==> config.mk <==
export PLATFORM = sky130hd
export DESIGN_NAME = pcie_us_rq_arbiter
export DESIGN_NICKNAME = d
export VERILOG_FILES = /design/src/rtl/pcie_us_rq_arbiter.sv
export SDC_FILE = /design/constraint.sdc
export NUM_CORES = 1
export LEC_CHECK = 0
export ABC_AREA = 1
export CAP_MARGIN = 40
export CORE_AREA = 2 2 152 154
export DETAILED_ROUTE_END_ITERATION = 10
export DIE_AREA = 0 0 154 156
export DONT_BUFFER_PORTS = 1
export GPL_ROUTABILITY_DRIVEN = 0
export PLACE_DENSITY = 0.5
export SETUP_SLACK_MARGIN = 0.05
export SLEW_MARGIN = 30
export SYNTH_ARGS = -nofsm -noshare
export SYNTH_HDL_FRONTEND = slang
export SYNTH_SLANG_ARGS = --single-unit
==> constraint.sdc <==
create_clock -name user_clk -period 1.2 [get_ports user_clk]
set_input_delay 0.24 -clock user_clk [delete_from_list [all_inputs] [get_ports user_clk]]
set_output_delay 0.24 -clock user_clk [all_outputs]
set_load 0.02 [all_outputs]
==> src/rtl/pcie_us_rq_arbiter.sv <==
// -----------------------------------------------------------------------------
// pcie_us_rq_arbiter
//   Packet-granular round-robin arbiter that shares the UltraScale requester
//   request (RQ) AXI-stream between PORTS independent requesters. A grant is
//   held from the first beat until the tlast beat is accepted, so TLPs never
//   interleave. The outgoing stream is fully registered.
//
// Ports
//   user_clk          core user clock, all logic on the rising edge
//   user_reset_n      synchronous reset, active low
//   s_req_tdata       requester data, port i at [i*DATA_WIDTH +: DATA_WIDTH]
//   s_req_tkeep       requester dword keep
//   s_req_tlast       requester end of TLP
//   s_req_tuser       requester RQ sideband
//   s_req_tvalid      requester beat valid
//   s_req_tready      requester beat accepted (only the granted port, ACTIVE only)
//   m_axis_rq_*       registered stream to the core s_axis_rq interface
//   m_axis_rq_tready  core ready; only bit 0 is used
//   grant_port        index of the port currently / last granted
//   busy              high while a packet grant is held (ACTIVE)
// -----------------------------------------------------------------------------
module pcie_us_rq_arbiter #(
    parameter int PORTS         = 2,
    parameter int DATA_WIDTH    = 64,
    parameter int KEEP_WIDTH    = DATA_WIDTH / 32,
    parameter int RQ_USER_WIDTH = 60,
    parameter int CL_PORTS      = (PORTS > 1) ? $clog2(PORTS) : 1
) (
    input  logic                          user_clk,
    input  logic                          user_reset_n,
    input  logic [PORTS*DATA_WIDTH-1:0]   s_req_tdata,
    input  logic [PORTS*KEEP_WIDTH-1:0]   s_req_tkeep,
    input  logic [PORTS-1:0]              s_req_tlast,
    input  logic [PORTS*RQ_USER_WIDTH-1:0] s_req_tuser,
    input  logic [PORTS-1:0]              s_req_tvalid,
    output logic [PORTS-1:0]              s_req_tready,
    output logic [DATA_WIDTH-1:0]         m_axis_rq_tdata,
    output logic [KEEP_WIDTH-1:0]         m_axis_rq_tkeep,
    output logic                          m_axis_rq_tlast,
    output logic [RQ_USER_WIDTH-1:0]      m_axis_rq_tuser,
    output logic                          m_axis_rq_tvalid,
    input  logic [3:0]                    m_axis_rq_tready,
    output logic [CL_PORTS-1:0]           grant_port,
    output logic                          busy
);

    typedef enum logic {
        S_IDLE   = 1'b0,
        S_ACTIVE = 1'b1
    } state_t;

    state_t                     r_state;
    state_t                     w_state_nxt;
    logic [CL_PORTS-1:0]        r_grant;

    logic [DATA_WIDTH-1:0]      r_tdata;
    logic [KEEP_WIDTH-1:0]      r_tkeep;
    logic                       r_tlast;
    logic [RQ_USER_WIDTH-1:0]   r_tuser;
    logic                       r_tvalid;

    logic [DATA_WIDTH-1:0]      w_sel_tdata;
    logic [KEEP_WIDTH-1:0]      w_sel_tkeep;
    logic                       w_sel_tlast;
    logic [RQ_USER_WIDTH-1:0]   w_sel_tuser;
    logic                       w_sel_tvalid;

    logic                       w_arb_found;
    logic [CL_PORTS-1:0]        w_arb_idx;
    logic                       w_out_ready;
    logic                       w_accept;

    // Upper ready bits from the core carry no meaning for this arbiter.
    logic                       w_unused_tready;
    assign w_unused_tready = ^m_axis_rq_tready[3:1];

    // Output register may take a new beat when empty or draining this cycle.
    assign w_out_ready = ~r_tvalid | m_axis_rq_tready[0];
    assign w_accept    = (r_state == S_ACTIVE) & w_out_ready & w_sel_tvalid;

    // Mux of the granted port's stream.
    always_comb begin
        w_sel_tdata  = '0;
        w_sel_tkeep  = '0;
        w_sel_tlast  = 1'b0;
        w_sel_tuser  = '0;
        w_sel_tvalid = 1'b0;
        for (int p = 0; p < PORTS; p++) begin
            if (r_grant == CL_PORTS'(p)) begin
                w_sel_tdata  = s_req_tdata[p*DATA_WIDTH +: DATA_WIDTH];
                w_sel_tkeep  = s_req_tkeep[p*KEEP_WIDTH +: KEEP_WIDTH];
                w_sel_tlast  = s_req_tlast[p];
                w_sel_tuser  = s_req_tuser[p*RQ_USER_WIDTH +: RQ_USER_WIDTH];
                w_sel_tvalid = s_req_tvalid[p];
            end
        end
    end

    // Round-robin search starting one past the last grant; the last granted
    // port is checked last, giving it lowest priority for the next packet.
    always_comb begin
        w_arb_found = 1'b0;
        w_arb_idx   = r_grant;
        for (int i = 1; i <= PORTS; i++) begin
            for (int p = 0; p < PORTS; p++) begin
                if (!w_arb_found && (p == ((int'(r_grant) + i) % PORTS)) && s_req_tvalid[p]) begin
                    w_arb_found = 1'b1;
                    w_arb_idx   = CL_PORTS'(p);
                end
            end
        end
    end

    // FSM state register.
    always_ff @(posedge user_clk) begin
        if (!user_reset_n) begin
            r_state <= S_IDLE;
        end else begin
            r_state <= w_state_nxt;
        end
    end

    // FSM next-state logic.
    always_comb begin
        w_state_nxt = r_state;
        case (r_state)
            S_IDLE:   if (w_arb_found) w_state_nxt = S_ACTIVE;
            S_ACTIVE: if (w_accept && w_sel_tlast) w_state_nxt = S_IDLE;
            default:  w_state_nxt = S_IDLE;
        endcase
    end

    // FSM outputs: only the granted port sees ready, and only while ACTIVE.
    always_comb begin
        s_req_tready = '0;
        busy         = 1'b0;
        if (r_state == S_ACTIVE) begin
            busy = 1'b1;
            for (int p = 0; p < PORTS; p++) begin
                if (r_grant == CL_PORTS'(p)) s_req_tready[p] = w_out_ready;
            end
        end
    end

    // Grant register: reset to the last port so port 0 wins first.
    always_ff @(posedge user_clk) begin
        if (!user_reset_n) begin
            r_grant <= CL_PORTS'(PORTS - 1);
        end else if ((r_state == S_IDLE) && w_arb_found) begin
            r_grant <= w_arb_idx;
        end
    end

    // Output register: holds the beat while the core stalls.
    always_ff @(posedge user_clk) begin
        if (!user_reset_n) begin
            r_tdata  <= '0;
            r_tkeep  <= '0;
            r_tlast  <= 1'b0;
            r_tuser  <= '0;
            r_tvalid <= 1'b0;
        end else if (w_accept) begin
            r_tdata  <= w_sel_tdata;
            r_tkeep  <= w_sel_tkeep;
            r_tlast  <= w_sel_tlast;
            r_tuser  <= w_sel_tuser;
            r_tvalid <= 1'b1;
        end else if (m_axis_rq_tready[0]) begin
            r_tvalid <= 1'b0;
        end
    end

    assign m_axis_rq_tdata  = r_tdata;
    assign m_axis_rq_tkeep  = r_tkeep;
    assign m_axis_rq_tlast  = r_tlast;
    assign m_axis_rq_tuser  = r_tuser;
    assign m_axis_rq_tvalid = r_tvalid;
    assign grant_port       = r_grant;

endmodule

# Word level (Yosys, flattened, before mapping)
# Index checks and enable logic that the tools add are counted.
# Widths: inputs -> output; s select.
# totals
reg_bits,130
in_bits,262
out_inout_bits,132
# op_classes
n_addsub,2
n_eq_ne,2
muxes,22
n_bitwise,7
reduce_logical,17
# ops
op,count
$logic_not 32->1,2
$mux 64,1
$mux 60,1
$mux 1,17
$logic_and 1x1->1,9
$eq 2x2->1 const A,2
$mux 2,2
$reduce_bool 4->1,1
$logic_not 1->1,3
$add 1x1->1 const B,2
$and 1x1->1,2
$and 1x1->1 const A,2
$not 1->1,2
$pmux 1 s2,1
$reduce_and 2->1,1
$reduce_bool 2->1,1
$or 1x1->1,1

# Longest topological paths before layout
# depth
word_depth,19
depth_mapped,10

# Worst setup path after synthesis
# OpenSTA, ideal clock, no wires.
# synth_timing
path_kind,reg-to-output
start,"reg r_grant, in the netlist grant_port"
end,out s_req_tready[1]
t_arrival_ns,1.237
required_ns,0.960
path_slack_ns,-0.277
stages_incl_launch_ff,6
path_cell_list,dfxtp_1 buf_4 inv_2 buf_2 buf_2 nor2_1
# synth_between
elab_chain_len,2
# synth_lines
item,line_no,text
"start, declared",54,logic [CL_PORTS-1:0] r_grant;
"start signal, assigned",148,r_grant <= CL_PORTS'(PORTS - 1);
"start signal, assigned",150,r_grant <= w_arb_idx;
$mux 1,140,if (r_grant == CL_PORTS'(p)) s_req_tready[p] = w_out_ready;
$mux 2,137,if (r_state == S_ACTIVE) begin
"end, declared",36,"output logic [PORTS-1:0] s_req_tready,"
# No other way between the ends.

# Final worst setup path
# Ends and elaborated chain as after synthesis.

==> results.py <==
metrics = {
    "status": {
        "status": "complete, but fails checks",
        "violations": "negative hold slack, negative setup slack",
    },
    "logic_synthesis": {
        "yosys-top-cells-count": "388 x nand2_1, 254 x nor2_1, 130 x dfxtp_1, 114 x o21ai_0, 45 x buf_2",
        "syn_area_um2": 6100,
        "ys_types": 16,
        "yosys.cell_count.top_type": "nand2_1",
        "synthArstFlopShare_pct": 0,
        "synth_edf_count": 0,
        "syn_nets": 1246,
        "synth_seq_cells": 130,
        "synthTopCellsByArea": "dfxtp_1 43%, nand2_1 24%, nor2_1 16%, o21ai_0 9.3%, buf_2 3.7%",
        "syn_inst": 984,
        "synthDominantCellAreaShare_pct": 42.6,
        "synth-main-ff-cell": "dfxtp_1",
        "yosysWarningCount": 0,
        "syn_avg_cell_area_um2": 6.20,
        "yosysSeqAreaShare_pct": 42.6,
        "synth_top_area_cell": "dfxtp_1",
    },
    "power": {
        "switching_share_pct": 33.8,
        "p_seq_share_pct": 40.3,
        "p_total_mw": 14.0,
        "p_clk_share_pct": 34.5,
        "peakVddDrop_mv": 0.699,
        "power.internal_mw": 9.30,
        "p_sw_mw": 4.75,
        "p_leak_nw": 4.10,
        "p_comb_share_pct": 25.2,
        "p_per_area_nw_per_um2": 1510,
    },
    "layout": {
        "fin_cells": 1310,
        "area_growth_syn_to_layout_pct": 52.0,
        "nNetsFinal": 1276,
        "n_antenna_cell": 0,
        "layout-drive-gt1-share_pct": 37.6,
    },
    "min_path": {
        "hold_depth": 1,
        "hold_path_startpoint": "user_reset_n",
        "hold_path_class": "input pin to register",
        "hold_end": "grant_port",
    },
    "floorplanning": {
        "die_h_um": 156,
        "core_um2": 22400,
        "fp.dieArea_um2": 24000,
        "io_pins": 394,
        "die_x_um": 154,
        "start_util_pct": 27.3,
        "num_rows": 55,
    },
    "timing": {
        "fin_ws_ns": -0.318,
        "hold_slack_ns": -0.0827,
        "fin_tns_setup_ns": -20.33,
        "hold_viol": 48,
        "finalCriticalPeriod_ns": 1.52,
        "final-setup-viol-count": 132,
        "worstMarginPinSlew_ns": 0.329,
        "fmax_mhz": 659,
        "finalMaxSlewViolations": 0,
        "post-route-period-util_pct": 127,
        "grt_setup_unrepaired": "true",
        "fin_skew_ns": 0.0144,
        "slew_headroom_pct": 78.0,
    },
    "drt": {
        "vias_per_cell": 4.85,
        "ant_nets": 0,
        "routedWlPerCell_um": 19.6,
        "drc": 0,
        "dr_total_vias": 6356,
        "drt_iter0_markers": 354,
        "firstDrtPassIters": 4,
        "wl_mm": 25.6,
    },
    "critical_path": {
        "r2r_end": "m_axis_rq_tuser[43]",
        "cp_cell_sequence": "inv_4 > buf_8 > buf_12 > nor2_4",
        "crit_fanout": 10,
        "path_delay_family": "flip-flops",
        "reg2reg_depth": 10,
        "path_class": "register to output port",
        "ff2ff_setup_slack_ns": -0.24,
        "cp_slowest_cell": "dfxtp_4",
        "cp_num_cells": 4,
        "start_kind": "register",
        "required_ns": 0.96,
        "crit_arrival_ns": 1.28,
        "worstReg2RegStart": "grant_port",
        "cpPeakStageDelay_ns": 0.37,
        "crit_path_end_kind": "output port",
        "cp_num_buf_inv": 3,
    },
    "global_routing": {
        "grt_pass1_wl_mm": 32.7,
        "antenna_found_initial": 0,
        "grt_max_degree": 129,
        "grt_pass1_vias": 5669,
        "grt.overflow.total": 0,
        "grt_usage_pct": 17.8,
    },
    "cts": {
        "worstSkewPairLatency_ns": 0.42,
        "cts_max_path_buffers": 2,
        "cts_buffers": 17,
        "clock-root-buffer": "clkbuf_16",
        "cts_max_level": 4,
        "cts_tree": "done",
        "clkTransAtPathRegs_ns": 0.05,
        "clock_sinks": 130,
    },
    "placement": {
        "io_buffers": 0,
        "dp_hpwl_mm": 14.2,
        "dp_slack_ns": -0.162,
        "dpl.cell_count": 1224,
    },
    "job": {
        "maxCapViolations": 0,
    },
}
## power groups by stage
stage,combinational [mW],sequential [mW],clock (mW)
3_5_place_dp,1.93,5.61,0
5_1_grt,3.87,5.69,5.14
2_1_floorplan,1.55,5.48,0
3_3_place_gp,1.92,5.60,0
6_report,3.54,5.65,4.85
4_1_cts,2.61,5.52,4.98
## state kept, by name, summed over array words and instances, names as in the netlist
name,count
m_axis_rq_tdata,64
m_axis_rq_tuser,60
m_axis_rq_tkeep,2
grant_port,1
m_axis_rq_tlast,1
m_axis_rq_tvalid,1
r_state,1
## timing repair
item	4_1_cts	5_1_grt
gates resized for setup	86	392
cloned	15	20
pin swaps	3	82
setup buffers	16	9
endpoints found under the hold margin	121	98
setup endpoints to repair	149	193
## cells in the final DEF, fill, tap and decap left out, types with 5 or more instances in the layout
master	instances
nand2_1	377
nor2_1	174
dfxtp_2	82
o21ai_2	81
nor2_4	54
dfxtp_1	46
clkbuf_16	31
nor2_2	26
buf_12	26
o21ai_1	25
o21ai_0	15
buf_6	14
buf_16	10
clkinvlp_4	7
buf_4	7
nand2_4	6
o21ai_4	6
nand2_2	6
buf_8	5
## metal layers
metal | global-route usage (%) | up-vias | share of wire (%)
li1 | - | 3119 | -
met2 | 31.2 | 244 | 49
met5 | 0 | - | 0
met3 | 4.22 | 33 | 5.8
met4 | 6.50 | 0 | 1.8
met1 | 21.2 | 2960 | 43
## worst reg2reg max path: cells and delay by family, from the launching register on
| kind | cells | cell delay (ns) |
|---|---|---|
| buffers and inverters | 5 | 0.60 |
| and+or+nand+nor | 5 | 0.37 |
| DFF | 1 | 0.36 |
## worst max path at each step
stage / start / end / slack (ns)
3_5_place_dp: r_state / m_axis_rq_tdata[33] / -0.16
4_1_cts: r_state / s_req_tready[1] / -0.32
5_1_grt: r_state / s_req_tready[0] / -0.37
6_report: grant_port / s_req_tready[1] / -0.32
3_3_place_gp: grant_port / r_state / -0.13
2_1_floorplan: grant_port / m_axis_rq_tdata[27] / -0.1
## through the flow
stage	instance area, um2	utilization, %
6_report	9280	41.5
5_1_grt	9280	41.5
4_1_cts	7750	34.6
3_5_place_dp	6390	28.6
3_3_place_gp	6390	28.6
2_1_floorplan	6170	-
## cell type report
cell class / count / area [um2]
multi-input combinational: 779 / 4060
clock inverter: 12 / 114
fill: 2326 / 13100
timing repair buffer: 80 / 1560
sequential: 130 / 2710
clock buffer: 18 / 429
inverter: 6 / 40.0
tap: 285 / 357
## logic make-up after synthesis
group	synth area share (%)
simple gates	39.9
compound gates	10.8
flops	42.6
buf+inv	6.62
(Power assumes the default switching activity.)
